===== src/rtl/step_run_ctrl.sv =====
// Synchronizes one asynchronous board input and filters out contact bounce.
// Latency: 2 synchronizer edges plus DEBOUNCE_CYCLES edges of stable input.
// Backpressure: none; free-running filter whose output is a level.
module step_run_debounce #(
    parameter int unsigned DEBOUNCE_CYCLES = 1_000_000
) (
    input  logic clk_100mhz,
    input  logic rst_n,
    input  logic raw,
    output logic db
);
    localparam int unsigned CNT_W = (DEBOUNCE_CYCLES > 1) ? $clog2(DEBOUNCE_CYCLES) : 1;
    localparam logic [CNT_W-1:0] CNT_LAST = CNT_W'(DEBOUNCE_CYCLES - 1);

    logic [1:0]       sync_q;
    logic [CNT_W-1:0] cnt_q;

    // Two-flop synchronizer; only sync_q[1] is used downstream.
    always_ff @(posedge clk_100mhz or negedge rst_n) begin
        if (!rst_n) begin
            sync_q <= '0;
        end else begin
            sync_q <= {sync_q[0], raw};
        end
    end

    // Count consecutive disagreeing samples; accept the new level once the run is long enough.
    always_ff @(posedge clk_100mhz or negedge rst_n) begin
        if (!rst_n) begin
            cnt_q <= '0;
            db    <= 1'b0;
        end else if (sync_q[1] == db) begin
            cnt_q <= '0;
        end else if (cnt_q == CNT_LAST) begin
            db    <= sync_q[1];
            cnt_q <= '0;
        end else begin
            cnt_q <= cnt_q + 1'b1;
        end
    end
endmodule

// CPU clock-enable controller: manual single-step, divided run mode, halt with buzzer.
// Latency: step press to cpu_ce is 3+DEBOUNCE_CYCLES edges; run pulses every RUN_DIV cycles.
// Backpressure: none; halt_req stops pulse generation in the cycle it is sampled.
module step_run_ctrl #(
    parameter int unsigned DEBOUNCE_CYCLES = 1_000_000,
    parameter int unsigned RUN_DIV         = 50_000_000,
    parameter int unsigned BUZZ_CYCLES     = 20_000_000
) (
    input  logic        clk_100mhz,
    input  logic        rst_n,
    input  logic        step_btn,
    input  logic        run_sw,
    input  logic        halt_req,
    output logic        cpu_ce,
    output logic [15:0] step_cnt,
    output logic        running,
    output logic        Buzzer
);
    localparam int unsigned DIV_W  = (RUN_DIV > 1) ? $clog2(RUN_DIV) : 1;
    localparam logic [DIV_W-1:0] DIV_LAST = DIV_W'(RUN_DIV - 1);
    localparam int unsigned BUZZ_W = (BUZZ_CYCLES > 0) ? $clog2(BUZZ_CYCLES + 1) : 1;
    localparam logic [BUZZ_W-1:0] BUZZ_LOAD = BUZZ_W'(BUZZ_CYCLES);

    typedef enum logic [1:0] {
        ST_MANUAL = 2'd0,
        ST_RUN    = 2'd1,
        ST_HALTED = 2'd2
    } state_t;

    state_t            state_q, state_nxt;
    logic              step_db, run_db, step_db_q, step_rise;
    logic [DIV_W-1:0]  div_q, div_nxt;
    logic [BUZZ_W-1:0] buzz_q, buzz_nxt;
    logic              buzzer_q, buzzer_nxt;
    logic              ce_q, ce_nxt;
    logic [15:0]       step_cnt_q, step_cnt_nxt;

    step_run_debounce #(.DEBOUNCE_CYCLES(DEBOUNCE_CYCLES)) u_step_db (
        .clk_100mhz (clk_100mhz),
        .rst_n      (rst_n),
        .raw        (step_btn),
        .db         (step_db)
    );

    step_run_debounce #(.DEBOUNCE_CYCLES(DEBOUNCE_CYCLES)) u_run_db (
        .clk_100mhz (clk_100mhz),
        .rst_n      (rst_n),
        .raw        (run_sw),
        .db         (run_db)
    );

    // Remember the previous debounced step level so only 0->1 transitions count.
    always_ff @(posedge clk_100mhz or negedge rst_n) begin
        if (!rst_n) begin
            step_db_q <= 1'b0;
        end else begin
            step_db_q <= step_db;
        end
    end

    assign step_rise = step_db & ~step_db_q;

    // Next-state, divider, buzzer and pulse decisions; halt always has top priority.
    always_comb begin
        state_nxt  = state_q;
        div_nxt    = '0;
        buzz_nxt   = '0;
        buzzer_nxt = 1'b0;
        ce_nxt     = 1'b0;
        case (state_q)
            ST_MANUAL: begin
                if (halt_req) begin
                    state_nxt = ST_HALTED;
                    buzz_nxt  = BUZZ_LOAD;
                end else if (run_db) begin
                    // A step press coinciding with the mode switch is dropped.
                    state_nxt = ST_RUN;
                end else if (step_rise) begin
                    ce_nxt = 1'b1;
                end
            end
            ST_RUN: begin
                if (halt_req) begin
                    state_nxt = ST_HALTED;
                    buzz_nxt  = BUZZ_LOAD;
                end else if (!run_db) begin
                    state_nxt = ST_MANUAL;
                end else if (div_q == DIV_LAST) begin
                    ce_nxt = 1'b1;
                end else begin
                    div_nxt = div_q + 1'b1;
                end
            end
            ST_HALTED: begin
                if (step_rise) begin
                    // Leaving silences the alarm at once; counter and buzzer stay cleared.
                    state_nxt = ST_MANUAL;
                end else begin
                    buzzer_nxt = (buzz_q != '0);
                    if (buzz_q != '0) begin
                        buzz_nxt = buzz_q - 1'b1;
                    end
                end
            end
            default: begin
                state_nxt = ST_MANUAL;
            end
        endcase
        step_cnt_nxt = step_cnt_q + {15'd0, ce_nxt};
    end

    // State, divider, buzzer and pulse registers.
    always_ff @(posedge clk_100mhz or negedge rst_n) begin
        if (!rst_n) begin
            state_q    <= ST_MANUAL;
            div_q      <= '0;
            buzz_q     <= '0;
            buzzer_q   <= 1'b0;
            ce_q       <= 1'b0;
            step_cnt_q <= '0;
        end else begin
            state_q    <= state_nxt;
            div_q      <= div_nxt;
            buzz_q     <= buzz_nxt;
            buzzer_q   <= buzzer_nxt;
            ce_q       <= ce_nxt;
            step_cnt_q <= step_cnt_nxt;
        end
    end

    assign cpu_ce   = ce_q;
    assign step_cnt = step_cnt_q;
    assign running  = (state_q == ST_RUN);
    assign Buzzer   = buzzer_q;
endmodule


===== config.mk =====
export PLATFORM = sky130hd
export DESIGN_NAME = step_run_ctrl
export DESIGN_NICKNAME = d
export VERILOG_FILES = /design/src/rtl/step_run_ctrl.sv
export SDC_FILE = /design/constraint.sdc
export NUM_CORES = 1
export LEC_CHECK = 0
export BUFFER_PORTS_ARGS = -buffer_cell sky130_fd_sc_hd__buf_2
export CAP_MARGIN = 20
export CORE_MARGIN = 1.5
export CORE_UTILIZATION = 60
export DETAILED_ROUTE_END_ITERATION = 6
export GPL_TIMING_DRIVEN = 0
export PLACE_DENSITY = 0.78
export SLEW_MARGIN = 10
export SYNTH_ARGS = -nofsm -noshare
export SYNTH_HDL_FRONTEND = slang
export SYNTH_SLANG_ARGS = --single-unit

===== constraint.sdc =====
create_clock -name clk_100mhz -period 3.8 [get_ports clk_100mhz]
set_input_delay 0.95 -clock clk_100mhz [delete_from_list [all_inputs] [get_ports clk_100mhz]]
set_output_delay 0.95 -clock clk_100mhz [all_outputs]
set_load 0.005 [all_outputs]

# ---- Word level (Yosys, flattened, before mapping)
# Cells that the tools add are included.
dict set report totals {
  romBits 0
  output_inout_bits 19
  memories 0
  in_bits 5
  ramBits 0
  latch_bits 0
  reg_bits 118
}
dict set report classes {
  n_mux 27
  n_eq_ne 10
  magnitude_cmp 0
  bitwise_logic 4
  addsub 5
  n_div 0
  reduce_logical 6
  mul 0
  shifts 0
}
# cell n
set ops {}
lappend ops {{26-bit two-way mux} 4}
lappend ops {{20-bit two-way mux} 4}
lappend ops {{25-bit two-way mux} 3}
lappend ops {{25-bit case mux with 2 select lines} 1}
lappend ops {{20-bit by 1-bit adder with 20-bit output, second input constant} 2}
lappend ops {{20-bit == test, second input constant} 2}
lappend ops {{26-bit by 1-bit adder with 26-bit output, second input constant} 1}
lappend ops {{26-bit == test, second input constant} 1}
lappend ops {{25-bit nonzero test} 1}
lappend ops {{25-bit by 1-bit subtractor with 25-bit output, second input constant} 1}
lappend ops {{16-bit by 1-bit adder with 16-bit output} 1}
lappend ops {{2-bit two-way mux} 5}
lappend ops {{1-bit two-way mux} 8}
lappend ops {{2-bit case mux with 3 select lines} 1}
lappend ops {{2-bit AND reduction} 2}
lappend ops {{3-bit by 2-bit inequality test with 1-bit output, second input constant} 1}
lappend ops {{3-bit inequality test, second input constant} 1}
lappend ops {{1-bit inverter} 3}
lappend ops {{3-bit AND reduction} 1}
lappend ops {{1-bit == test} 2}
lappend ops {{2-bit by 1-bit == test with 1-bit output, second input constant} 1}
lappend ops {{2-bit == test, second input constant} 1}
lappend ops {{2-bit zero test} 1}
lappend ops {{2-bit inequality test, second input constant} 1}
lappend ops {{3 further kinds} 3}

# ---- Longest topological paths before layout
dict set report depth {
  ltp_word 7
  ltp_mapped 12
  ltp_nobuf 11
}

# ---- Modules after synthesis
# A second synthesis with hierarchy kept.
dict set report unflattened {
  hier_cells 542
  area_unflattened_um2 5632.9
}
# mod area_per_inst_um2 seq_area_each_um2 n_inst cells_each
set modules_own_cells {}
lappend modules_own_cells {step_run_ctrl 3403.3 1801.7 1 326}
lappend modules_own_cells {step_run_debounce 1114.8 575.6 2 108}

# ---- Worst setup path after synthesis
# No wires, ideal clock.
dict set report synth_timing {
  path_kind {register -> register}
  from {register div_q[0]}
  to {register step_cnt_q[15], in the netlist step_cnt[15]}
  arrival_ns 2.333
  stages_incl_launch_ff 12
  t_required_ns 3.677
  period_less_slack_ns 2.456
  setup_slack_ns 1.344
  n_path_buf 1
  setup_time_ns 0.123
  path_cell_list {dfrtp_1 -> ha_1 -> and4_1 -> buf_2 -> nand4_1 -> nor3_1 -> o21a_1 -> ha_1 -> nand2_1 -> nor4_1 -> nand3_1 -> xnor2_1}
}
dict set report synth_between {
  elab_chain_len 6
}
# item line
set synth_lines {}
lappend synth_lines {{start, declared} 74} ;# logic [DIV_W-1:0] div_q, div_nxt;
lappend synth_lines {{start signal, assigned} 165} ;# div_q <= div_nxt;
lappend synth_lines {{26-bit == test} 130} ;# end else if (div_q == DIV_LAST) begin
lappend synth_lines {{1-bit two-way mux} 130}
lappend synth_lines {{1-bit two-way mux} 128} ;# end else if (!run_db) begin
lappend synth_lines {{1-bit two-way mux} 125} ;# if (halt_req) begin
lappend synth_lines {{1-bit case mux with 2 select lines} 112} ;# case (state_q)
lappend synth_lines {{net ce_nxt} 77} ;# logic ce_q, ce_nxt;
lappend synth_lines {{16-bit by 1-bit adder with 16-bit output} 151} ;# step_cnt_nxt = step_cnt_q + {15'd0, ce_nxt};
lappend synth_lines {{net step_cnt_nxt[15]} 78} ;# logic [15:0] step_cnt_q, step_cnt_nxt;
lappend synth_lines {{end signal, assigned} 169} ;# step_cnt_q <= step_cnt_nxt;
lappend synth_lines {{end, declared} 78}
# The timed path passes the listed nets, and every way through them passes these cells.
# A chain may end at the register's enable or synchronous reset.

# ---- Worst setup path in the final report
dict set report layout_timing {
  from {register div_q[4]}
  to {register step_cnt_q[12], in the netlist step_cnt[12]}
}
# Same word-level chain as after synthesis.

==> flow_results.org <==
** Global route
- The first global-routing pass estimated 20900 microns of wire.
- Across every metal layer, demand over resource in global routing totals 0.260.
- Antenna violations before repair :: 0
- Number of global-route vias before repair :: 4570
- Entering global routing, the biggest net connects 69 pins.
- The total overflow left after global routing is 0.

** Drt
- In the final routed layout, each cell accounts on average for 15.7 microns.
- The first detailed-routing pass ran for 6 iterations.
- Summing over every cut layer, the via total after detailed routing is 4493.
- For this run, design rule violations remaining after detail routing come to 0.
- Vias per inst :: 5.91
- Post-Route WL :: 11900 microns
- In this run, the number of DRC markers left after iteration 0 of detailed routing was 146.
- Post-route antenna net violation count :: 0

** Floorplan
- The floorplan has 35 rows.
- Core region area :: 0.00933 sq mm
- Initial core utilization :: 0.623
- The floorplan step set the die width to 101 microns.
- In this run the vertical extent of the chip is 101 microns.
- The floorplan step defined a die boundary enclosing 0.0103 sq mm.
- In this run the count of I/O pins placed on the die edge is 24.

** Clock tree
- # resized after CTS :: 0
- TritonCTS built the clock tree.
- Max Buffers Root-to-Sink :: 2
- Clock-pin slew was measured on the worst setup and hold paths at 60 ps.
- Clock buffer count from CTS :: 17
- Number of clock sinks :: 118
- Clk root buf :: sky130_fd_sc_hd__clkbuf_8
- For this design, the CTS-stage hold fixing added 0 buffers.
- The H-tree was split into 4 levels.
- The later pin in the worst-skew pair is clocked with a latency of 530 ps.
- Buffers added to address setup during post-CTS repair amount to 0.

** Placement
- DP Cell Count :: 728
- Count of port buffers added during placement :: 23
- At the end of routability-driven placement, the weighted congestion stood at 0.859.
- Detailed placement ended at an HPWL of 7810 microns.

** Finish
- The count of cells in the finished layout, fillers not included, comes to 760.
- In the final layout, the share of cells above drive strength 1 is 0.128.
- 0 antenna diodes ended up in the layout.
- Area added between synthesis and finish :: 15.6%
- Final #Nets :: 630

** Worst hold path
- The min-delay analysis places its worst path in the category reg2reg.

** Job
- Across the run, the number of max-cap violations was 0.

** Timing
- Max-Slew Margin vs Limit :: 0.498
- Accumulated negative setup slack :: 0 ps
- Slew at the pin closest to its max-slew limit :: 752 ps
- The number of endpoints with negative hold slack in the final report is 0.
- The routed design could run at a clock period as short as 3040 ps.
- Final critical-path share of the clock period :: 0.801
- Highest Clock Rate :: 0.329 GHz
- Setup repair after global routing left no endpoint under its margin.
- Total of endpoints with negative setup slack in the final report :: 0
- Layout Skew :: 12.1 ps
- The number of max-slew violations in the final report is 0.

** Power and ir drop
- The worst-case IR drop observed on VDD is 0.453 mV.
- Static leakage power :: 2.70 nW
- Cell area power density :: 435 mW/mm^2

** Logic synthesis
- Synth Area in Compound Gates :: 0.0929
- Adder-cell area share of the yosys netlist :: 0.0151
- Of the total synthesized cell area, the portion taken by AND, OR, NAND and NOR gates is 0.259.
- Counting every instance in the synthesized netlist gives 575.
- Share of flip-flops with an asynchronous set or reset :: 1.00
- Number of synthesized register bits :: 118
- After synthesis, the largest family of logic cells by area is simple AND/OR/NAND/NOR gates.
- A synthesized cell averages 10.1 sq um.
- Yosys mapped a number of flops with a built-in enable equal to 0.
- Number of nets in the synthesized netlist :: 587
- Synth area leaders :: sky130_fd_sc_hd__dfrtp_1, sky130_fd_sc_hd__xor2_1, sky130_fd_sc_hd__xnor2_1, sky130_fd_sc_hd__nor2_1, sky130_fd_sc_hd__nand3_1
- Largest area contributor in the synthesized netlist :: sky130_fd_sc_hd__dfrtp_1
- In the post-synthesis netlist, the cell with the most instances is sky130_fd_sc_hd__dfrtp_1.
- The portion of synthesized area spent on multiplexers is 0.00731.
- In this run, distinct cell masters in the synthesized netlist total 53.
- Of the synthesized area, sequential elements account for 0.508.
- Top cells by instance count after synthesis :: sky130_fd_sc_hd__dfrtp_1, sky130_fd_sc_hd__nor2_1, sky130_fd_sc_hd__nand3_1
- XOR/XNOR Fraction of Synth Area :: 0.0919
- Ys Warns :: 0
- The most used flip-flop cell after synthesis is sky130_fd_sc_hd__dfrtp_1.
- Syn Std Cell Area :: 0.00582 sq mm
- Area fraction of the dominant cell type after synthesis :: 0.508

** Worst setup path
- Category of the worst setup path capture point :: flip-flop
- Largest stage delay on the critical path :: 440 ps
- Kind of cell adding the most delay to the critical path :: simple AND/OR/NAND/NOR gates
- Along the worst path, the maximum fanout reaches 8.
- In this design, the critical path's most frequently occurring cell is sky130_fd_sc_hd__ha_1.
- Required time at the endpoint of the critical path :: 4210 ps
- Critical path's slowest cell :: sky130_fd_sc_hd__nor4_1
- The critical path contains buffers and inverters numbering 3 combined.
- Cell-by-cell trace of the critical path :: clkbuf_1 > and4_1 > buf_2 > nand4_1 > nor3_1 > o21a_1 > ha_1 > ha_1 > inv_1 > nor4_1 > nand2_1 > xnor2_1
- STA classifies the critical path startpoint as a flip-flop.
- Arrival time worst endpoint :: 3460 ps
- The worst setup path is of the reg2reg kind.

** Run status
- Run status :: finished clean
==> placed cells by master (no fill, tap or decap), types with 3 or more instances in the layout <==
| cell type | n |
|---|---|
| sky130_fd_sc_hd__or3_1 | 16 |
| sky130_fd_sc_hd__ha_1 | 7 |
| sky130_fd_sc_hd__nand4_1 | 21 |
| sky130_fd_sc_hd__nor2_1 | 57 |
| sky130_fd_sc_hd__bufinv_16 | 3 |
| sky130_fd_sc_hd__xor2_1 | 32 |
| sky130_fd_sc_hd__or4_1 | 21 |
| sky130_fd_sc_hd__nand2_1 | 30 |
| sky130_fd_sc_hd__and4_1 | 11 |
| sky130_fd_sc_hd__clkbuf_8 | 3 |
| sky130_fd_sc_hd__nor4b_1 | 4 |
| sky130_fd_sc_hd__dfrtp_1 | 118 |
| sky130_fd_sc_hd__clkbuf_1 | 14 |
| sky130_fd_sc_hd__clkinv_2 | 4 |
| sky130_fd_sc_hd__nand2b_1 | 4 |
| sky130_fd_sc_hd__nor4_1 | 9 |
| sky130_fd_sc_hd__nor3b_1 | 4 |
| sky130_fd_sc_hd__o21ai_0 | 22 |
| sky130_fd_sc_hd__inv_1 | 16 |
| sky130_fd_sc_hd__and2_1 | 8 |
| sky130_fd_sc_hd__nand3_1 | 37 |
| sky130_fd_sc_hd__nor3_1 | 13 |
| sky130_fd_sc_hd__xnor2_1 | 29 |
| sky130_fd_sc_hd__and3_1 | 5 |
| sky130_fd_sc_hd__o31ai_1 | 15 |
| sky130_fd_sc_hd__clkbuf_16 | 16 |
| sky130_fd_sc_hd__a21oi_1 | 31 |
| sky130_fd_sc_hd__nand4b_1 | 5 |
| sky130_fd_sc_hd__buf_2 | 28 |
==> sequential cells by signal, summed over array words and instances, names as in the netlist <==
register and cells:
cpu_ce 1, Buzzer 1, buzz_q 25, u_run_db.db 1
step_cnt 16, u_run_db.cnt_q 20, u_step_db.cnt_q 20, state_q 2
step_db_q 1, u_step_db.sync_q 2, u_step_db.db 1, div_q 26
u_run_db.sync_q 2
==> path summary, 6_finish.rpt <==
check                                   start            endpoint  slack (ps)  depth (start not counted)
hold / removal             u_run_db.sync_q[0]  u_run_db.sync_q[1]         350                          0
min in group asynchronous               rst_n           div_q[20]         370                          1
setup reg to reg                     div_q[4]        step_cnt[12]         760                         12
hold reg to reg            u_run_db.sync_q[0]  u_run_db.sync_q[1]         350                          0
setup / recovery                     div_q[4]        step_cnt[12]         760                         12
max in group asynchronous               rst_n   u_run_db.cnt_q[9]        2760                          2
==> cell type report <==
| class | instances | area (sq um) |
|---|---|---|
| Buffer | 21 | 91.3 |
| Clock buffer | 20 | 445 |
| Clock inverter | 12 | 151 |
| Fill cell | 712 | 2610 |
| Inverter | 16 | 60.1 |
| Multi-Input combinational cell | 420 | 2710 |
| Sequential cell | 118 | 2950 |
| Tap cell | 129 | 161 |
| Timing Repair Buffer | 24 | 149 |
==> per-stage QoR <==
step	hold slack [ps]	setup WS [ps]	utilization	total power, mW	cell area [sq um]
after floorplan	331	1340	-	1.31	5820
after global placement	338	384	0.653	1.34	6090
after detailed placement	339	781	0.657	1.34	6130
after CTS	354	771	0.721	2.94	6720
after global routing	353	448	0.721	3.01	6720
final	353	756	0.721	2.92	6720
==> routing by layer <==
metal | vias to the layer above | track usage | share of wire
met1 | 2205 | 0.336 | 0.46
met2 | 73 | 0.431 | 0.50
met3 | 24 | 0.0614 | 0.027
met5 | - | 0 | 0
li1 | 2191 | - | -
met4 | 0 | 0.0972 | 0.018
==> worst register-to-register path: stages, from the launching register on <==
cell	delay (ps)
sky130_fd_sc_hd__dfrtp_1	320
sky130_fd_sc_hd__clkbuf_1	310
sky130_fd_sc_hd__and4_1	230
sky130_fd_sc_hd__buf_2	190
sky130_fd_sc_hd__nand4_1	170
sky130_fd_sc_hd__nor3_1	230
sky130_fd_sc_hd__o21a_1	190
sky130_fd_sc_hd__ha_1	240
sky130_fd_sc_hd__ha_1	270
sky130_fd_sc_hd__inv_1	70
sky130_fd_sc_hd__nor4_1	440
sky130_fd_sc_hd__nand2_1	120
sky130_fd_sc_hd__xnor2_1	140
==> logic make-up (layout without fill, tap and decap cells) <==
logic type,count (synthesis),count (layout)
buf+inv,37,93
mux,4,4
simple gates,262,262
flops,118,118
compound gates,86,86
xor+xnor,61,61
fa+ha+maj,7,7
==> power breakdown <==
part | leakage [nW] | switching [mW] | internal [mW]
registers | 1.56 | 0.00676 | 1.26
logic | 0.853 | 0.0365 | 0.0118
clock network | 0.291 | 0.570 | 1.03
total | 2.70 | 0.614 | 2.31
Power figures use the tool's default switching activity.
